===== src/rtl/poly1305_mac_sequencer.sv =====
// Poly1305 MAC sequencer: walks 16-byte blocks through the shared multiplier and reducer,
// keeps the accumulator and clamped key, and produces the 128-bit tag.
module poly1305_mac_sequencer #(
  parameter int TIMEOUT = 1024,
  parameter int CW      = 11
) (
  input  logic           clk,
  input  logic           reset_n,
  input  logic           start,
  input  logic [255:0]   otk,
  input  logic           blk_valid,
  output logic           blk_ready,
  input  logic [127:0]   blk_data,
  input  logic [4:0]     blk_bytes,
  input  logic           blk_last,
  output logic           mul_start,
  output logic [129:0]   mul_a,
  output logic [127:0]   mul_b,
  input  logic           mul_done,
  output logic           red_start,
  input  logic [129:0]   red_out,
  input  logic           red_done,
  output logic           tag_valid,
  output logic [127:0]   tag,
  output logic           busy,
  output logic           err
);

  typedef enum logic [2:0] {
    S_IDLE     = 3'd0,
    S_WAIT_BLK = 3'd1,
    S_ADD      = 3'd2,
    S_MUL_WAIT = 3'd3,
    S_RED_WAIT = 3'd4,
    S_FINAL    = 3'd5
  } state_e;

  localparam logic [129:0] P130  = 130'h3_ffff_ffff_ffff_ffff_ffff_ffff_ffff_fffb;
  localparam logic [127:0] CLAMP = 128'h0ffffffc_0ffffffc_0ffffffc_0fffffff;

  // Block integer: keep the low n bytes and set the pad bit just above them.
  function automatic logic [128:0] block_int(input logic [127:0] d, input logic [4:0] n);
    logic [128:0] m;
    m = {1'b0, d};
    for (int i = 0; i < 16; i++) begin
      if (5'(i) >= n) m[8*i +: 8] = 8'h00;
    end
    m[{n, 3'b000}] = 1'b1;
    return m;
  endfunction

  state_e         state_q, state_d;
  logic [129:0]   acc_q, acc_d;
  logic [127:0]   r_q, r_d, s_q, s_d;
  logic [128:0]   m_q, m_d;
  logic           last_q, last_d;
  logic [129:0]   mul_a_q, mul_a_d;
  logic [127:0]   mul_b_q, mul_b_d;
  logic           mul_start_q, mul_start_d, red_start_q, red_start_d;
  logic           tag_valid_q, tag_valid_d, err_q, err_d;
  logic [127:0]   tag_q, tag_d;
  logic [CW-1:0]  wd_q, wd_d;
  logic [130:0]   sum_s;
  logic           timeout_s;

  // State and datapath registers.
  always_ff @(posedge clk or negedge reset_n) begin
    if (!reset_n) begin
      state_q     <= S_IDLE;
      acc_q       <= 130'd0;
      r_q         <= 128'd0;
      s_q         <= 128'd0;
      m_q         <= 129'd0;
      last_q      <= 1'b0;
      mul_a_q     <= 130'd0;
      mul_b_q     <= 128'd0;
      mul_start_q <= 1'b0;
      red_start_q <= 1'b0;
      tag_valid_q <= 1'b0;
      err_q       <= 1'b0;
      tag_q       <= 128'd0;
      wd_q        <= '0;
    end else begin
      state_q     <= state_d;
      acc_q       <= acc_d;
      r_q         <= r_d;
      s_q         <= s_d;
      m_q         <= m_d;
      last_q      <= last_d;
      mul_a_q     <= mul_a_d;
      mul_b_q     <= mul_b_d;
      mul_start_q <= mul_start_d;
      red_start_q <= red_start_d;
      tag_valid_q <= tag_valid_d;
      err_q       <= err_d;
      tag_q       <= tag_d;
      wd_q        <= wd_d;
    end
  end

  assign sum_s     = {1'b0, acc_q} + {2'b00, m_q};
  assign timeout_s = (wd_q == CW'(TIMEOUT - 1));

  // Next-state and datapath update.
  always_comb begin
    state_d     = state_q;
    acc_d       = acc_q;
    r_d         = r_q;
    s_d         = s_q;
    m_d         = m_q;
    last_d      = last_q;
    mul_a_d     = mul_a_q;
    mul_b_d     = mul_b_q;
    tag_d       = tag_q;
    wd_d        = wd_q;
    mul_start_d = 1'b0;
    red_start_d = 1'b0;
    tag_valid_d = 1'b0;
    err_d       = 1'b0;
    case (state_q)
      S_IDLE: begin
        if (start) begin
          r_d     = otk[127:0] & CLAMP;
          s_d     = otk[255:128];
          acc_d   = 130'd0;
          state_d = S_WAIT_BLK;
        end else begin
          state_d = S_IDLE;
        end
      end
      S_WAIT_BLK: begin
        if (blk_valid) begin
          if ((blk_bytes == 5'd0) || (blk_bytes > 5'd16)) begin
            err_d = 1'b1;
          end else begin
            m_d     = block_int(blk_data, blk_bytes);
            last_d  = blk_last;
            state_d = S_ADD;
          end
        end else begin
          state_d = S_WAIT_BLK;
        end
      end
      S_ADD: begin
        // acc < p and m < 2^129, so one conditional subtraction fits in 130 bits.
        if (sum_s >= {1'b0, P130}) begin
          mul_a_d = sum_s[129:0] - P130;
        end else begin
          mul_a_d = sum_s[129:0];
        end
        mul_b_d     = r_q;
        mul_start_d = 1'b1;
        wd_d        = '0;
        state_d     = S_MUL_WAIT;
      end
      S_MUL_WAIT: begin
        if (mul_done) begin
          red_start_d = 1'b1;
          wd_d        = '0;
          state_d     = S_RED_WAIT;
        end else if (timeout_s) begin
          err_d   = 1'b1;
          state_d = S_IDLE;
        end else begin
          wd_d = wd_q + CW'(1);
        end
      end
      S_RED_WAIT: begin
        if (red_done) begin
          acc_d   = red_out;
          state_d = last_q ? S_FINAL : S_WAIT_BLK;
        end else if (timeout_s) begin
          err_d   = 1'b1;
          state_d = S_IDLE;
        end else begin
          wd_d = wd_q + CW'(1);
        end
      end
      S_FINAL: begin
        tag_d       = acc_q[127:0] + s_q;
        tag_valid_d = 1'b1;
        state_d     = S_IDLE;
      end
      default: begin
        state_d = S_IDLE;
      end
    endcase
  end

  // State-decoded outputs.
  always_comb begin
    blk_ready = (state_q == S_WAIT_BLK);
    busy      = (state_q != S_IDLE);
  end

  assign mul_start = mul_start_q;
  assign mul_a     = mul_a_q;
  assign mul_b     = mul_b_q;
  assign red_start = red_start_q;
  assign tag_valid = tag_valid_q;
  assign tag       = tag_q;
  assign err       = err_q;

endmodule


===== config.mk =====
export PLATFORM = sky130hd
export DESIGN_NAME = poly1305_mac_sequencer
export DESIGN_NICKNAME = d
export VERILOG_FILES = /design/src/rtl/poly1305_mac_sequencer.sv
export SDC_FILE = /design/constraint.sdc
export NUM_CORES = 2
export LEC_CHECK = 0
export BUFFER_PORTS_ARGS = -buffer_cell sky130_fd_sc_hd__buf_2
export CORE_MARGIN = 2
export CORE_UTILIZATION = 45
export CTS_CLUSTER_SIZE = 25
export DETAILED_ROUTE_END_ITERATION = 8
export PLACE_DENSITY = 0.75
export SYNTH_ARGS = -nofsm -noshare
export SYNTH_HDL_FRONTEND = slang
export SYNTH_SLANG_ARGS = --single-unit
export TNS_END_PERCENT = 20

===== constraint.sdc =====
create_clock -name clk -period 11.1 [get_ports clk]
set_clock_uncertainty 0.05 [all_clocks]
set_input_delay 1.665 -clock clk [delete_from_list [all_inputs] [get_ports clk]]
set_output_delay 1.665 -clock clk [all_outputs]
set_load 0.005 [all_outputs]

# After elaboration in Yosys (flattened, before gate mapping)
# Cells that the tools add are included.
[word_totals]
inputBits = 526
ff_bits = 876
output_inout_bits = 392
[classes]
magnitude_cmp = 20
add_sub_neg = 4
bitwise = 2
reduce_logical = 11
n_eq_ne = 10
n_mux = 92
[ops]
columns = ["cell", "count"]
rows = [
  ["two-way mux 8 bit", 64],
  ["two-way mux 130 bit", 3],
  ["one-hot mux 130 bit (2 select lines)", 1],
  ["adder 130 x 129 -> 131 bit", 1],
  ["greater-or-equal comparator 131 x 130 -> 1 bit (second input constant)", 1],
  ["subtractor 130 bit (second input constant)", 1],
  ["bitwise OR 128 x 129 -> 129 bit", 1],
  ["adder 128 bit", 1],
  ["greater-or-equal comparator 4 x 5 -> 1 bit (first input constant)", 8],
  ["two-way mux 11 bit", 3],
  ["one-hot mux 11 bit (3 select lines)", 1],
  ["greater-or-equal comparator 3 x 5 -> 1 bit (first input constant)", 4],
  ["two-way mux 3 bit", 6],
  ["one-hot mux 3 bit (5 select lines)", 1],
  ["adder 11 x 1 -> 11 bit (second input constant)", 1],
  ["equality test 11 x 10 -> 1 bit (second input constant)", 1],
  ["two-way mux 1 bit", 11],
  ["greater-or-equal comparator 1 x 5 -> 1 bit (first input constant)", 2],
  ["greater-or-equal comparator 2 x 5 -> 1 bit (first input constant)", 2],
  ["less-than comparator 8 x 9 -> 1 bit (second input constant)", 1],
  ["greater-or-equal comparator 8 x 1 -> 1 bit (second input constant)", 1],
  ["equality test 3 x 2 -> 1 bit (second input constant)", 2],
  ["equality test 3 bit (second input constant)", 2],
  ["!= test 2 bit (second input constant)", 3],
  ["14 further kinds", 17],
]

# Longest topological paths before layout
[depth]
depth_word = 6
mapped_depth = 23
mapped_depth_nobuf = 19

# Worst setup path after synthesis
# OpenSTA, ideal clock, no wires.
[synth_path]
kind = "reg-to-reg"
from = "register acc_q[0]"
to = "register mul_a_q[53], in the netlist mul_a[53]"
setup_time_ns = 0.083
period_less_slack_ns = 6.133
arrival_time_ns = 6.001
t_required_ns = 10.967
path_slack_ns = 4.967
n_path_buf = 4
path_stages_with_launch = 24
cell_sequence = "dfrtp_1 ha_1 inv_1 fa_1 nand2b_1 a21oi_1 o21ba_1 o21ai_4 o31a_4 o211ai_4 mux2_4 or4_4 or4_1 buf_2 nor4_4 nand2_1 or4_1 buf_2 a211oi_1 buf_2 buf_2 o21ai_0 xnor2_1 o21ai_0"
[synth_via]
elab_chain_cells = 3
word_cells_on_any_way = 4
classes_between = "2 x add/sub; 1 x order compare; 1 x mux"
[synth_rtl]
columns = ["element", "line_no", "rtl"]
rows = [
  ["start: declaration", "53", "logic [129:0] acc_q, acc_d;"],
  ["start signal: assignment", "70", "acc_q <= 130'd0;"],
  ["start signal: assignment", "85", "acc_q <= acc_d;"],
  ["adder 130 x 129 -> 131 bit *", "101", "assign sum_s = {1'b0, acc_q} + {2'b00, m_q};"],
  ["subtractor 130 bit or greater-or-equal comparator 131 x 130 -> 1 bit (tied branches)", "147, 146", ""],
  ["two-way mux 130 bit *", "146", "if (sum_s >= {1'b0, P130}) begin"],
  ["end signal: assignment", "90", "mul_a_q <= mul_a_d;"],
  ["end: declaration", "57", "logic [129:0] mul_a_q, mul_a_d;"],
]
# Mark *: on every way between the ends. The rest lies on a longest branch, timed or not.
# A chain may end at the register's enable or synchronous reset.

# Final worst setup path
[layout_path]
from = "register acc_q[0]"
to = "register mul_a_q[116], in the netlist mul_a[116]"
# The elaborated chain is that of the path after synthesis.

==> flow_summary.ini <==
[synthesis]
synth_edf_count = 0
synth.area.top_cells = dfrtp_1, nand2_1, o21ai_0
ys_seq_area_share_pct = 40.1
synth_common_cells = nand2_1, dfrtp_1, o21ai_0, a21oi_1, clkbuf_1
synth_most_common_cell = nand2_1
ys.flop_type = dfrtp_1
syn_area_per_cell_um2 = 8.57
async_flop_share_pct = 100
synth.distinct_cells = 103
synth_seq_cells = 876
syn_area_um2 = 54700
syn_inst = 6384
yosys.area.top_type = dfrtp_1
synth_warnings = 0
synth_top_area_share_pct = 40.1

[clock_network]
cts_setup_buffers = 0
cts_resized = 0
htreeDepth = 3
tritoncts = done
clk-insertion-delay-late_ps = 760
cts.clk_slew.worst_paths_ps = 60
cts_hold_buffers = 0
clk_path_buf_depth = 3
clkSinkCount = 876
clk_root_buffer_cell = clkbuf_16
numCtsBuffers = 98

[sta]
hold_violations = 0
fin_setup_tns_ps = 0
setup_viol = 0
tightest_slew_ps = 1250
relSlewSlack_pct = 16.8
fmax_ghz = 0.117
finalCritPeriodShare_pct = 76.8
fin_ws_ps = 2580
period_needed_ps = 8520
rsz0062_at_grt = no
drv_slew = 0

[global_route]
overflow = 0
grt_pass1_vias = 49878
antenna_found_initial = 47
grt_max_degree = 165
grt_pass1_wl_um = 314000
grt.total_usage_pct = 32.9

[hold_path]
hp-class = flop to flop

[run]
cap_violations = 0

[drt]
routed_wl_um = 211000
first_pass_iters = 9
drc = 0
post_drt_wl_per_cell_um = 24.1
vias_per_cell = 5.91
num_vias = 51819
ant_nets = 0
drt_iter0_drc = 4812

[pwr]
ir_drop_uv = 206
switching_share_pct = 42.6
pwr-share-seq_pct = 33.3
internal_power_uw = 9220
leakagePower_uw = 0.0297
p_sw_uw = 6840
power.density_nw_per_um2 = 252
combPwrFrac_pct = 44.4
clockPowerShare_pct = 22.3

[finish]
design_area_um2 = 63800
fill_cells = 11222
multi_input_area_um2 = 31100
drive_above_1_share_pct = 19.8
fin_nets = 7828
seq_area_um2 = 21900
final_util_pct = 53.0
area_growth_syn_to_layout_pct = 16.5

[die]
start_util_pct = 45.5
die_w_um = 353
coreArea_um2 = 120000
ios = 918
die_h_um = 353
die_area_um2 = 124000
fp-row-count = 127

[placement]
hpwlAfterDp_um = 167000
place_area_um2 = 60100
port_buffers = 873
gp_congestion = 0.970
pre_cts_ws_ps = 2860

[setup_path]
startpoint_type = flop
path_class = flop to flop
critPathRequiredTime_ps = 11720
setup.worst_path.end_class = flop
worstPathArrival_ps = 9140
critPathMaxFanout = 17

[run_status]
status = completed
-- power by group through the flow --
stage / Sequential [µW] / Clock [µW] / Combinational [µW]
after global placement: 5320 / 0 / 6890
after global routing: 5490 / 3750 / 7780
after detailed placement: 5380 / 0 / 6990
final: 5350 / 3580 / 7130
after CTS: 5340 / 3620 / 7040
after floorplan: 5190 / 0 / 4400
-- worst max-delay path, cell delays in order, from the launching register on --
cell and delay (ps):
dfrtp_1 380, ha_1 220, inv_1 70, fa_1 430
nand2b_1 190, a21oi_1 440, o211ai_1 260, a31oi_1 760
o21ai_1 270, nor3b_1 260, or4_1 540, nor4_2 520
nand4_1 150, nor4b_1 810, nand4b_1 370, or4_4 640
a211oi_4 880, nor2_2 390, or4_1 600, a31oi_1 180
-- state kept, by name, summed over array words and instances, names as in the netlist --
signal	count
last_q	1
red_start	1
err	1
s_q	128
state_q	3
mul_a	130
mul_b	106
tag_valid	1
r_q	106
acc_q	130
m_q	129
wd_q	11
mul_start	1
tag	128
-- worst paths after layout --
check	startpoint	to	slack [ps]	cells past startpoint
setup / recovery	acc_q[0]$_DFFE_PN0P_	mul_a[116]$_DFFE_PN0P_	2580	19
hold / removal	r_q[17]$_DFFE_PN0P_	mul_b[17]$_DFFE_PN0P_	410	2
setup reg to reg	acc_q[0]$_DFFE_PN0P_	mul_a[116]$_DFFE_PN0P_	2580	19
hold reg to reg	r_q[17]$_DFFE_PN0P_	mul_b[17]$_DFFE_PN0P_	410	2
max in group asynchronous	reset_n	tag[13]$_DFFE_PN0P_	7830	3
min in group asynchronous	reset_n	s_q[106]$_DFFE_PN0P_	890	1
-- cell families (layout without fill, tap and decap cells) --
family	after synthesis	in the layout	share of synthesized area, %
AOI/OAI and AO/OA	1819	1819	20.6
muxes	257	257	5.26
DFF	876	876	40.1
and+or+nand+nor	2385	2385	19.6
other	1	53	0.00685
xor gates and xnor gates	324	324	5.18
buffers and inverters	462	1183	3.39
adders and majority gates	260	260	5.97
-- cells in the final DEF (no fill, tap or decap), types with 38 or more instances in the layout --
| cell | synthesis | final |
|---|---|---|
| mux2_2 | 242 | 242 |
| a21o_1 | 143 | 143 |
| xor2_1 | 138 | 138 |
| o21ai_0 | 718 | 717 |
| a21oi_1 | 376 | 375 |
| a31oi_1 | 52 | 52 |
| o21a_1 | 47 | 47 |
| a211oi_1 | 41 | 40 |
| buf_2 | 18 | 872 |
| o21bai_1 | 60 | 60 |
| inv_1 | 82 | 81 |
| and3_1 | 49 | 49 |
| clkbuf_16 | 0 | 98 |
| nand2_1 | 1392 | 1390 |
| ha_1 | 258 | 258 |
| or3_1 | 44 | 44 |
| nand4_1 | 124 | 124 |
| and2_1 | 49 | 48 |
| nor2_1 | 280 | 279 |
| o211ai_1 | 68 | 68 |
| nand2b_1 | 45 | 44 |
| nand3_1 | 102 | 102 |
| buf_4 | 22 | 38 |
| nor2b_1 | 44 | 44 |
| xnor2_1 | 186 | 186 |
| nor3_1 | 99 | 99 |
| dfrtp_1 | 876 | 876 |
-- final cells by class --
cell class	instances	area share, %
inverters	83	0.492
flip-flops and latches	876	34.4
clock buffers	138	4.52
diodes	31	0.122
well taps	1612	3.16
repair buffers	916	7.47
clock inverters	46	1.11
multi-input cells	5067	48.8
-- through the flow --
step | power (µW) | cells | hold slack (ps)
after floorplan | 9600 | 6405 | 385
after CTS | 16000 | 8738 | 415
after global placement | 12200 | 8554 | 393
after global routing | 17000 | 8761 | 426
final | 16100 | 8769 | 412
after detailed placement | 12400 | 8554 | 399
-- routing by layer --
| metal | up-vias | global-route usage [%] | wire length [µm] | share of wire [%] |
|---|---|---|---|---|
| met5 | - | 0 | 171 | 0.081 |
| met4 | 28 | 14.0 | 10100 | 4.8 |
| met3 | 439 | 7.86 | 17900 | 8.5 |
| met2 | 2201 | 51.6 | 94700 | 45 |
| met1 | 25068 | 43.4 | 88200 | 42 |
| li1 | 24083 | - | - | - |
Power figures use the tool's default switching activity.
